<file path="src/rtl/mmio_pkg.sv">
// Shared constants and types for the MMIO bridge: register offsets inside the
// 64-word I/O window, STATUS layout and the decoded register selector.
package mmio_pkg;

  localparam logic [5:0] OFF_IN     = 6'h00;
  localparam logic [5:0] OFF_OUT    = 6'h10;
  localparam logic [5:0] OFF_STATUS = 6'h20;
  localparam logic [5:0] OFF_PERIOD = 6'h21;
  localparam logic [5:0] OFF_COUNT  = 6'h22;
  localparam logic [5:0] OFF_TICKS  = 6'h23;

  localparam int unsigned FLAG_BITS = 16;

  typedef enum logic [2:0] {
    REG_NONE,
    REG_IN,
    REG_OUT,
    REG_STATUS,
    REG_PERIOD,
    REG_COUNT,
    REG_TICKS
  } io_reg_e;

endpackage

</file>
<file path="src/rtl/mmio_timer.sv">
// Programmable game-clock timer: PERIOD/COUNT/TICKS registers and a
// registered one-cycle tick pulse every PERIOD cycles (PERIOD=0 disables).
module mmio_timer
  import mmio_pkg::*;
#(
  parameter int unsigned DATA_W = 32
) (
  input  logic              clock,
  input  logic              reset,
  input  logic              period_we,
  input  logic              ticks_we,
  input  logic [DATA_W-1:0] wdata,
  output logic [DATA_W-1:0] period,
  output logic [DATA_W-1:0] count,
  output logic [DATA_W-1:0] ticks,
  output logic              tick
);

  localparam logic [DATA_W-1:0] ONE = DATA_W'(1);

  always_ff @(posedge clock or negedge reset) begin
    if (!reset) begin
      period <= '0;
      count  <= '0;
      ticks  <= '0;
      tick   <= 1'b0;
    end else begin
      if (period_we) begin
        period <= wdata;
        count  <= '0;
        tick   <= 1'b0;
      end else if (period == '0) begin
        count <= '0;
        tick  <= 1'b0;
      end else if (count == period - ONE) begin
        count <= '0;
        tick  <= 1'b1;
        ticks <= ticks + ONE;
      end else begin
        count <= count + ONE;
        tick  <= 1'b0;
      end
      // A software clear beats the increment landing on the same edge.
      if (ticks_we) ticks <= '0;
    end
  end

endmodule

</file>
<file path="src/rtl/mmio_bridge.sv">
// Memory-mapped I/O bridge between the processor data port and dmem: low
// addresses pass to dmem, the window at IO_BASE hits capture/output/timer regs.
module mmio_bridge
  import mmio_pkg::*;
#(
  parameter int unsigned       ADDR_W  = 12,
  parameter int unsigned       DATA_W  = 32,
  parameter int unsigned       NUM_IN  = 4,
  parameter int unsigned       NUM_OUT = 4,
  parameter logic [ADDR_W-1:0] IO_BASE = 12'hF00
) (
  input  logic                      clock,
  input  logic                      reset,
  input  logic [ADDR_W-1:0]         cpu_addr,
  input  logic [DATA_W-1:0]         cpu_wdata,
  input  logic                      cpu_wren,
  output logic [DATA_W-1:0]         cpu_rdata,
  output logic [ADDR_W-1:0]         mem_addr,
  output logic [DATA_W-1:0]         mem_wdata,
  output logic                      mem_wren,
  input  logic [DATA_W-1:0]         mem_q,
  input  logic [NUM_IN*DATA_W-1:0]  in_data,
  input  logic [NUM_IN-1:0]         in_strobe,
  output logic [NUM_OUT*DATA_W-1:0] out_data,
  output logic                      tick
);

  logic              sel_io;
  logic              in_window;
  logic [ADDR_W-1:0] io_off;
  logic [5:0]        off6;
  logic [3:0]        idx;
  io_reg_e           reg_sel;

  logic [DATA_W-1:0] in_regs  [NUM_IN];
  logic [DATA_W-1:0] out_regs [NUM_OUT];
  logic [NUM_IN-1:0] flag;
  logic [NUM_IN-1:0] ovf;
  logic [NUM_IN-1:0] clr_flag;
  logic [NUM_IN-1:0] clr_ovf;
  logic [DATA_W-1:0] status_word;
  logic [DATA_W-1:0] io_mux;
  logic [DATA_W-1:0] period;
  logic [DATA_W-1:0] count;
  logic [DATA_W-1:0] ticks;
  logic              status_we;
  logic              out_we;

  assign sel_io    = (cpu_addr >= IO_BASE);
  assign io_off    = cpu_addr - IO_BASE;
  assign off6      = io_off[5:0];
  assign idx       = io_off[3:0];
  assign in_window = sel_io && (io_off[ADDR_W-1:6] == '0);

  assign mem_addr  = cpu_addr;
  assign mem_wdata = cpu_wdata;
  assign mem_wren  = cpu_wren & ~sel_io;

  always_comb begin
    reg_sel = REG_NONE;
    if (in_window) begin
      case (off6[5:4])
        OFF_IN[5:4]:  if (32'(idx) < NUM_IN)  reg_sel = REG_IN;
        OFF_OUT[5:4]: if (32'(idx) < NUM_OUT) reg_sel = REG_OUT;
        default: begin
          case (off6)
            OFF_STATUS: reg_sel = REG_STATUS;
            OFF_PERIOD: reg_sel = REG_PERIOD;
            OFF_COUNT:  reg_sel = REG_COUNT;
            OFF_TICKS:  reg_sel = REG_TICKS;
            default:    reg_sel = REG_NONE;
          endcase
        end
      endcase
    end
  end

  assign status_we = cpu_wren && (reg_sel == REG_STATUS);
  assign out_we    = cpu_wren && (reg_sel == REG_OUT);
  assign clr_flag  = status_we ? cpu_wdata[NUM_IN-1:0] : '0;
  assign clr_ovf   = status_we ? cpu_wdata[FLAG_BITS +: NUM_IN] : '0;

  always_ff @(posedge clock or negedge reset) begin
    if (!reset) begin
      for (int unsigned i = 0; i < NUM_IN; i++) in_regs[i] <= '0;
      for (int unsigned j = 0; j < NUM_OUT; j++) out_regs[j] <= '0;
      flag <= '0;
      ovf  <= '0;
    end else begin
      for (int unsigned i = 0; i < NUM_IN; i++) begin
        // Capture beats a same-cycle clear; ovf then only records a strobe
        // that lands on a flag software has not yet acknowledged.
        if (in_strobe[i]) begin
          in_regs[i] <= in_data[i*DATA_W +: DATA_W];
          flag[i]    <= 1'b1;
          if (flag[i] && !clr_flag[i]) ovf[i] <= 1'b1;
          else if (clr_ovf[i] && !clr_flag[i]) ovf[i] <= 1'b0;
        end else begin
          if (clr_flag[i]) flag[i] <= 1'b0;
          if (clr_ovf[i]) ovf[i] <= 1'b0;
        end
      end
      for (int unsigned j = 0; j < NUM_OUT; j++) begin
        if (out_we && (32'(idx) == j)) out_regs[j] <= cpu_wdata;
      end
    end
  end

  always_comb begin
    status_word = '0;
    status_word[NUM_IN-1:0]         = flag;
    status_word[FLAG_BITS +: NUM_IN] = ovf;
  end

  always_comb begin
    io_mux = '0;
    case (reg_sel)
      REG_IN: begin
        for (int unsigned i = 0; i < NUM_IN; i++)
          if (32'(idx) == i) io_mux = in_regs[i];
      end
      REG_OUT: begin
        for (int unsigned j = 0; j < NUM_OUT; j++)
          if (32'(idx) == j) io_mux = out_regs[j];
      end
      REG_STATUS: io_mux = status_word;
      REG_PERIOD: io_mux = period;
      REG_COUNT:  io_mux = count;
      REG_TICKS:  io_mux = ticks;
      default:    io_mux = '0;
    endcase
  end

  assign cpu_rdata = sel_io ? io_mux : mem_q;

  always_comb begin
    out_data = '0;
    for (int unsigned j = 0; j < NUM_OUT; j++) out_data[j*DATA_W +: DATA_W] = out_regs[j];
  end

  mmio_timer #(
    .DATA_W(DATA_W)
  ) u_timer (
    .clock    (clock),
    .reset    (reset),
    .period_we(cpu_wren && (reg_sel == REG_PERIOD)),
    .ticks_we (cpu_wren && (reg_sel == REG_TICKS)),
    .wdata    (cpu_wdata),
    .period   (period),
    .count    (count),
    .ticks    (ticks),
    .tick     (tick)
  );

endmodule

</file>
<file path="config.mk">
export PLATFORM = sky130hd
export DESIGN_NAME = mmio_bridge
export DESIGN_NICKNAME = d
export VERILOG_FILES = /design/src/rtl/mmio_pkg.sv /design/src/rtl/mmio_timer.sv /design/src/rtl/mmio_bridge.sv
export SDC_FILE = /design/constraint.sdc
export NUM_CORES = 1
export LEC_CHECK = 0
export BUFFER_PORTS_ARGS = -buffer_cell sky130_fd_sc_hd__buf_2
export CAP_MARGIN = 5
export CORE_UTILIZATION = 50
export CTS_CLUSTER_SIZE = 24
export DETAILED_ROUTE_END_ITERATION = 10
export PLACE_DENSITY = 0.74
export SLEW_MARGIN = 15
export SYNTH_ARGS = -nofsm -noshare
export SYNTH_HDL_FRONTEND = slang
export SYNTH_SLANG_ARGS = --single-unit
</file>
<file path="constraint.sdc">
create_clock -name clock -period 4.65 [get_ports clock]
set_input_delay 0.6975 -clock clock [delete_from_list [all_inputs] [get_ports clock]]
set_output_delay 0.6975 -clock clock [all_outputs]
set_load 0.02 [all_outputs]
</file>
======== After elaboration in Yosys (flattened, before gate mapping) ========
Cells that the tools add are included.
storage, ports and cells
  bits in registers ....................... 361
  output and inout port bits .............. 206
  input port bits ......................... 211
cells by class
  multiplexer cells ....................... 51
  equal/unequal tests ..................... 21
  add/subtract/negate cells ............... 4
  $lt $le $gt $ge ......................... 2
  bitwise operators ....................... 2
  reductions and logical operators ........ 39
operator list
  operator                                                               count
  32-bit two-way mux                                                     16
  32-bit one-hot mux with 6 select lines                                 1
  32-bit by 1-bit adder with 32-bit output (second input constant)       2
  32-bit == test                                                         1
  32-bit logical NOT                                                     1
  32-bit by 1-bit subtractor with 32-bit output (second input constant)  1
  1-bit two-way mux                                                      28
  6-bit == test (second input constant)                                  4
  2-bit nonzero test                                                     9
  1-bit logical AND                                                      17
  12-bit greater-or-equal comparator (second input constant)             1
  3-bit by 1-bit != test with 1-bit output (second input constant)       4
  3-bit one-hot mux with 4 select lines                                  1
  12-bit subtractor (second input constant)                              1
  3-bit == test (second input constant)                                  3
  4-bit by 2-bit == test with 1-bit output (second input constant)       2
  4-bit two-way mux                                                      2
  2-bit AND reduction                                                    4
  3-bit by 2-bit == test with 1-bit output (second input constant)       2
  6-bit logical NOT                                                      1
  3-bit one-hot mux with 2 select lines                                  1
  4-bit by 1-bit == test with 1-bit output (second input constant)       1
  1-bit logical NOT                                                      4
  4-bit logical NOT                                                      1
  11 further kinds                                                       11

======== Logic depth before layout (Yosys ltp) ========
  depth in word-level cells ............... 13
  gate-level depth with buffers ........... 14
  mapped depth without buffers ............ 11

======== Hierarchy ========
Synthesis repeated with hierarchy kept, for this count alone.
second synthesis, totals
  cell total of the unflattened synthesis .. 1,633
  area, all modules ....................... 19,666.4 sq um
modules (own cells, without submodules)
  module       sequential area each (sq um)  area each (sq um)  cells an instance  instances
  mmio_bridge  6,606.3                       13,514.2           976                1
  mmio_timer   2,427.3                       6,152.2            657                1

======== Worst setup path after synthesis ========
OpenSTA, ideal clock, no wires.
  kind .................................... reg2reg
  start point ............................. reg u_timer.period[0]
  end point ............................... reg u_timer.ticks[29]
  period minus slack after synthesis ...... 4.295 ns
  library setup time ...................... 0.078 ns
  data required time ...................... 4.572 ns
  cell stages (with the launch flop) ...... 14
  path slack .............................. 0.355 ns
  data arrival time ....................... 4.217 ns
  cell sequence ........................... dfrtp_1 inv_1 ha_1 or4b_1 or4_1 xor2_1 a211o_1 or4_1 or4_1 buf_2 or2_4 buf_6 or4_1 a21oi_1
between the ends
  longest elaborated chain between the ends .. 4
  elaborated cells between the ends (all ways) .. 6
  classes of those cells .................. 1 x add/sub; 2 x eq/ne; 3 x reduce/logical
ends and longest elaborated chain
  item                                           RTL line          source
  from (decl)                                    mmio_timer.sv:13  output logic [DATA_W-1:0] period,
  from (signal assigned)                         mmio_timer.sv:29  period <= wdata;
  32-bit by 1-bit subtractor with 32-bit output  mmio_timer.sv:35  end else if (count == period - ONE) begin
  32-bit == test                                 mmio_timer.sv:35
  2-bit nonzero test (no source line)            n/a
  3-bit AND reduction (no source line) (*)       n/a
  to (signal assigned)                           mmio_timer.sv:38  ticks <= ticks + ONE;
  to (decl)                                      mmio_timer.sv:15  output logic [DATA_W-1:0] ticks,
Mark *: on every way between the ends. The rest lies on a longest branch, timed or not.
A chain may end at the register's enable or synchronous reset.

======== Worst setup path after layout ========
  start point ............................. reg u_timer.period[1]
  end point ............................... reg u_timer.ticks[14]
The elaborated chain is that of the path after synthesis.

==> flow_metrics.py <==
metrics = {
    "layout": {
        "layout.cells.non_filler": 2548,
        "nFillCells": 3020,
        "area_growth_pct": 20.1,
        "final_net_count": 2221,
        "drive_above_1_share": 0.447,
    },
    "sta": {
        "worst_pin_slew_ns": 0.985,
        "maxSlewViolCount": 0,
        "rsz0062_at_grt": "no",
        "maxSlewHeadroom": 0.344,
        "setup_violations": 0,
        "period_minus_slack_ns": 4.45,
        "skew_ns": 0.0233,
        "timing_hold_violations_final": 0,
        "fmax_mhz": 225,
        "final.setup.tns_ns": 0,
        "min_period_over_period": 0.956,
    },
    "die": {
        "die_w_um": 196,
        "num_io_pins": 417,
        "die-area_um2": 38600,
        "initial_core_util": 0.513,
        "rows": 70,
        "core_area_um2": 36900,
        "die_h_um": 196,
    },
    "critical_path": {
        "ff2ff_setup_slack_ns": 0.20,
        "r2r-end": "u_timer.ticks[14]",
        "required_ns": 5.14,
        "r2r_start": "u_timer.period[1]",
        "critPathMaxFanout": 38,
        "crit_type": "reg2reg",
        "start_kind": "flop",
        "rr_worst_depth": 11,
        "critPathCaptureType": "flop",
        "arrival_ns": 4.94,
    },
    "place": {
        "placedCellCount": 2469,
        "numPortBuffers": 416,
        "dp_hpwl_mm": 48.6,
        "gp_congestion": 0.957,
    },
    "detailed_routing": {
        "drtIter0Drc": 1289,
        "ant_nets": 0,
        "drt-wirelength-per-cell_um": 25.8,
        "totalWireLength_mm": 65.7,
        "avgViaCountPerCell": 6.12,
        "drc_errors": 0,
        "drt_pass1_iterations": 6,
        "vias": 15600,
    },
    "synth": {
        "yosysWarnings": 0,
        "synth_compound_area_frac": 0.0977,
        "synthSimpleGateAreaFrac": 0.106,
        "synth_top_family_by_area": "multiplexers",
        "synth_xor_area_frac": 0.0347,
        "synth_seq_cells": 361,
        "syn_area_per_cell_um2": 11.4,
        "synth_flop_cell": "dfrtp_1",
        "syn_inst": 1656,
        "synth_cell_type_count": 66,
        "muxShareOfSynthArea": 0.237,
        "seq_area_frac_synth": 0.478,
        "synth_adder_area_share": 0.00199,
        "async_flop_share": 1.00,
        "synth_edf_count": 0,
        "syn-cell-area_um2": 18900,
        "syn-num-nets": 1870,
    },
    "worst_hold_path": {
        "hold_path_class": "in2async",
    },
    "clock_tree": {
        "clockRootBuffer": "clkbuf_16",
        "postCtsSetupBuffers": 0,
        "clock_latency_ns": 0.58,
        "cts.sinks": 361,
        "clockBufferDepth": 3,
        "cts_tree": "built",
        "path_clk_slew_ns": 0.06,
        "cts_buffers": 40,
        "htreeDepth": 2,
    },
    "global_routing": {
        "first_global_vias": 15600,
        "antenna_found_initial": 15,
        "grt_max_degree": 101,
        "gr-total-overflow": 0,
        "grt_pass1_wl_mm": 98.0,
        "grt_use_total": 0.341,
    },
    "pwr": {
        "irDropWorstVdd_mv": 0.327,
        "power.leakage_uw": 0.0107,
        "pwr_density_cell_nw_per_um2": 325,
    },
    "outcome": {
        "status": "complete, no violations",
    },
    "run": {
        "maxCapViolations": 0,
    },
}
==> power by group <==
group / internal [µW] / total (µW) / switching, µW
Sequential: 3260 / 3320 / 64.7
Combinational: 327 / 779 / 452
Clock: 1920 / 3280 / 1360
==> sequential cells by signal (all words and copies together) (netlist names) <==
| signal | cells |
|---|---|
| out_data | 128 |
| in_regs | 128 |
| u_timer.ticks | 32 |
| flag | 4 |
| u_timer.period | 32 |
| ovf | 4 |
| u_timer.count | 32 |
| u_timer.tick | 1 |
==> layer usage <==
metal  track usage  wire, µm  vias to the layer above
li1              -         -                     6778
met1         0.449     26600                     7984
met2         0.542     31100                      706
met3        0.0830      5540                      125
met4         0.133      2370                        8
met5             0        57                        -
==> logic make-up (layout without fill, tap and decap cells) <==
logic type,after synthesis,in the layout
flops,361,361
compound gates,262,262
xor+xnor,75,75
mux,401,401
fa+ha+maj,3,3
simple gates,379,379
other cells,0,11
buf+inv,175,552
==> per-stage QoR <==
| stage | setup slack [ns] | hold WS, ns | power (µW) | instance area (µm²) | utilization |
|---|---|---|---|---|---|
| floorplan | 0.355 | 0.402 | 3790 | 18900 | - |
| global placement | 0.317 | 0.483 | 4130 | 21300 | 0.579 |
| detailed placement | 0.235 | 0.487 | 4150 | 21300 | 0.579 |
| CTS | 0.223 | 0.103 | 7410 | 22700 | 0.615 |
| global route | 0.0350 | 0.128 | 7600 | 22700 | 0.616 |
| finish | 0.203 | 0.0954 | 7380 | 22700 | 0.616 |
==> critical path, stage by stage (launching register included) <==
cell and delay (ns):
dfrtp_1 0.42, inv_1 0.07, ha_1 0.25, or4b_1 0.51, or4_1 0.51, xor2_1 0.17
a211o_1 0.27, or4_1 0.50, or4_1 0.56, or2_4 0.39, or4_1 0.54, a21oi_1 0.17
==> final cells by class <==
class,instances,area (µm²),share of cell area
inverters,11,41.3,0.00182
repair buffers,473,2590,0.114
well taps,504,631,0.0278
clock buffers,51,1110,0.0490
flip-flops and latches,361,9030,0.398
clock inverters,17,226,0.00997
diodes,11,27.5,0.00121
multi-input cells,1120,9050,0.398
==> cells in the final DEF, fill, tap and decap left out, drive strengths merged, types with 5 or more instances in the layout <==
cell type and instances:
a211oi 46, a21oi 64, a221o 13, a221oi 5
a222oi 10, a22oi 5, a31oi 8, and2 8
and3 13, and4 6, buf 473, clkbuf 51
clkinv 8, dfrtp 361, diode 11, inv 13
mux2 354, mux2i 45, nand2 82, nand3 37
nand4 17, nor2 77, nor2b 34, nor3 18
nor4 16, o211ai 12, o21ai 16, o221ai 22
o22ai 20, o31ai 17, or2 8, or3 16
or4 23, xnor2 40, xor2 35
==> cells in the mapped netlist, types with 5 or more instances <==
| cell | count | area (µm²) |
|---|---|---|
| mux2_2 | 354 | 3990 |
| o31ai_1 | 17 | 128 |
| a211oi_1 | 46 | 345 |
| xor2_1 | 35 | 307 |
| o21ai_0 | 16 | 80.1 |
| o22ai_1 | 20 | 125 |
| o221ai_1 | 22 | 193 |
| clkbuf_1 | 93 | 349 |
| nor4_1 | 16 | 100 |
| a22oi_1 | 5 | 37.5 |
| xnor2_1 | 40 | 350 |
| or2_2 | 7 | 43.8 |
| buf_1 | 21 | 78.8 |
| nor2_1 | 77 | 289 |
| and4_1 | 6 | 52.6 |
| a21oi_1 | 64 | 320 |
| or3_1 | 16 | 100 |
| dfrtp_1 | 361 | 9030 |
| a222oi_1 | 10 | 100 |
| nor2b_1 | 34 | 213 |
| a31oi_1 | 8 | 50.1 |
| nand2_1 | 82 | 308 |
| mux2i_1 | 45 | 450 |
| a221o_1 | 13 | 130 |
| or4_1 | 23 | 173 |
| o211ai_1 | 12 | 90.1 |
| nand4_1 | 17 | 106 |
| buf_4 | 44 | 330 |
| a221oi_1 | 5 | 43.8 |
| inv_1 | 11 | 41.3 |
| and2_1 | 6 | 37.5 |
| nand3_1 | 37 | 185 |
| nor3_1 | 18 | 90.1 |
| and3_1 | 13 | 81.3 |
==> worst max path at each step <==
stage,from,endpoint,depth (start not counted)
after CTS,u_timer.period[1],u_timer.ticks[14],11
after global routing,u_timer.period[1],u_timer.ticks[25],11
after floorplan,u_timer.period[0],u_timer.ticks[29],13
final,u_timer.period[1],u_timer.ticks[14],11
after detailed placement,u_timer.period[1],u_timer.ticks[23],11
after global placement,u_timer.period[1],u_timer.ticks[10],12
==> timing repair <==
action                                  CTS  global route
endpoints found under the setup margin    0             3
gates resized for setup                   0             1
hold buffers                              0             0
(Power assumes the default switching activity.)
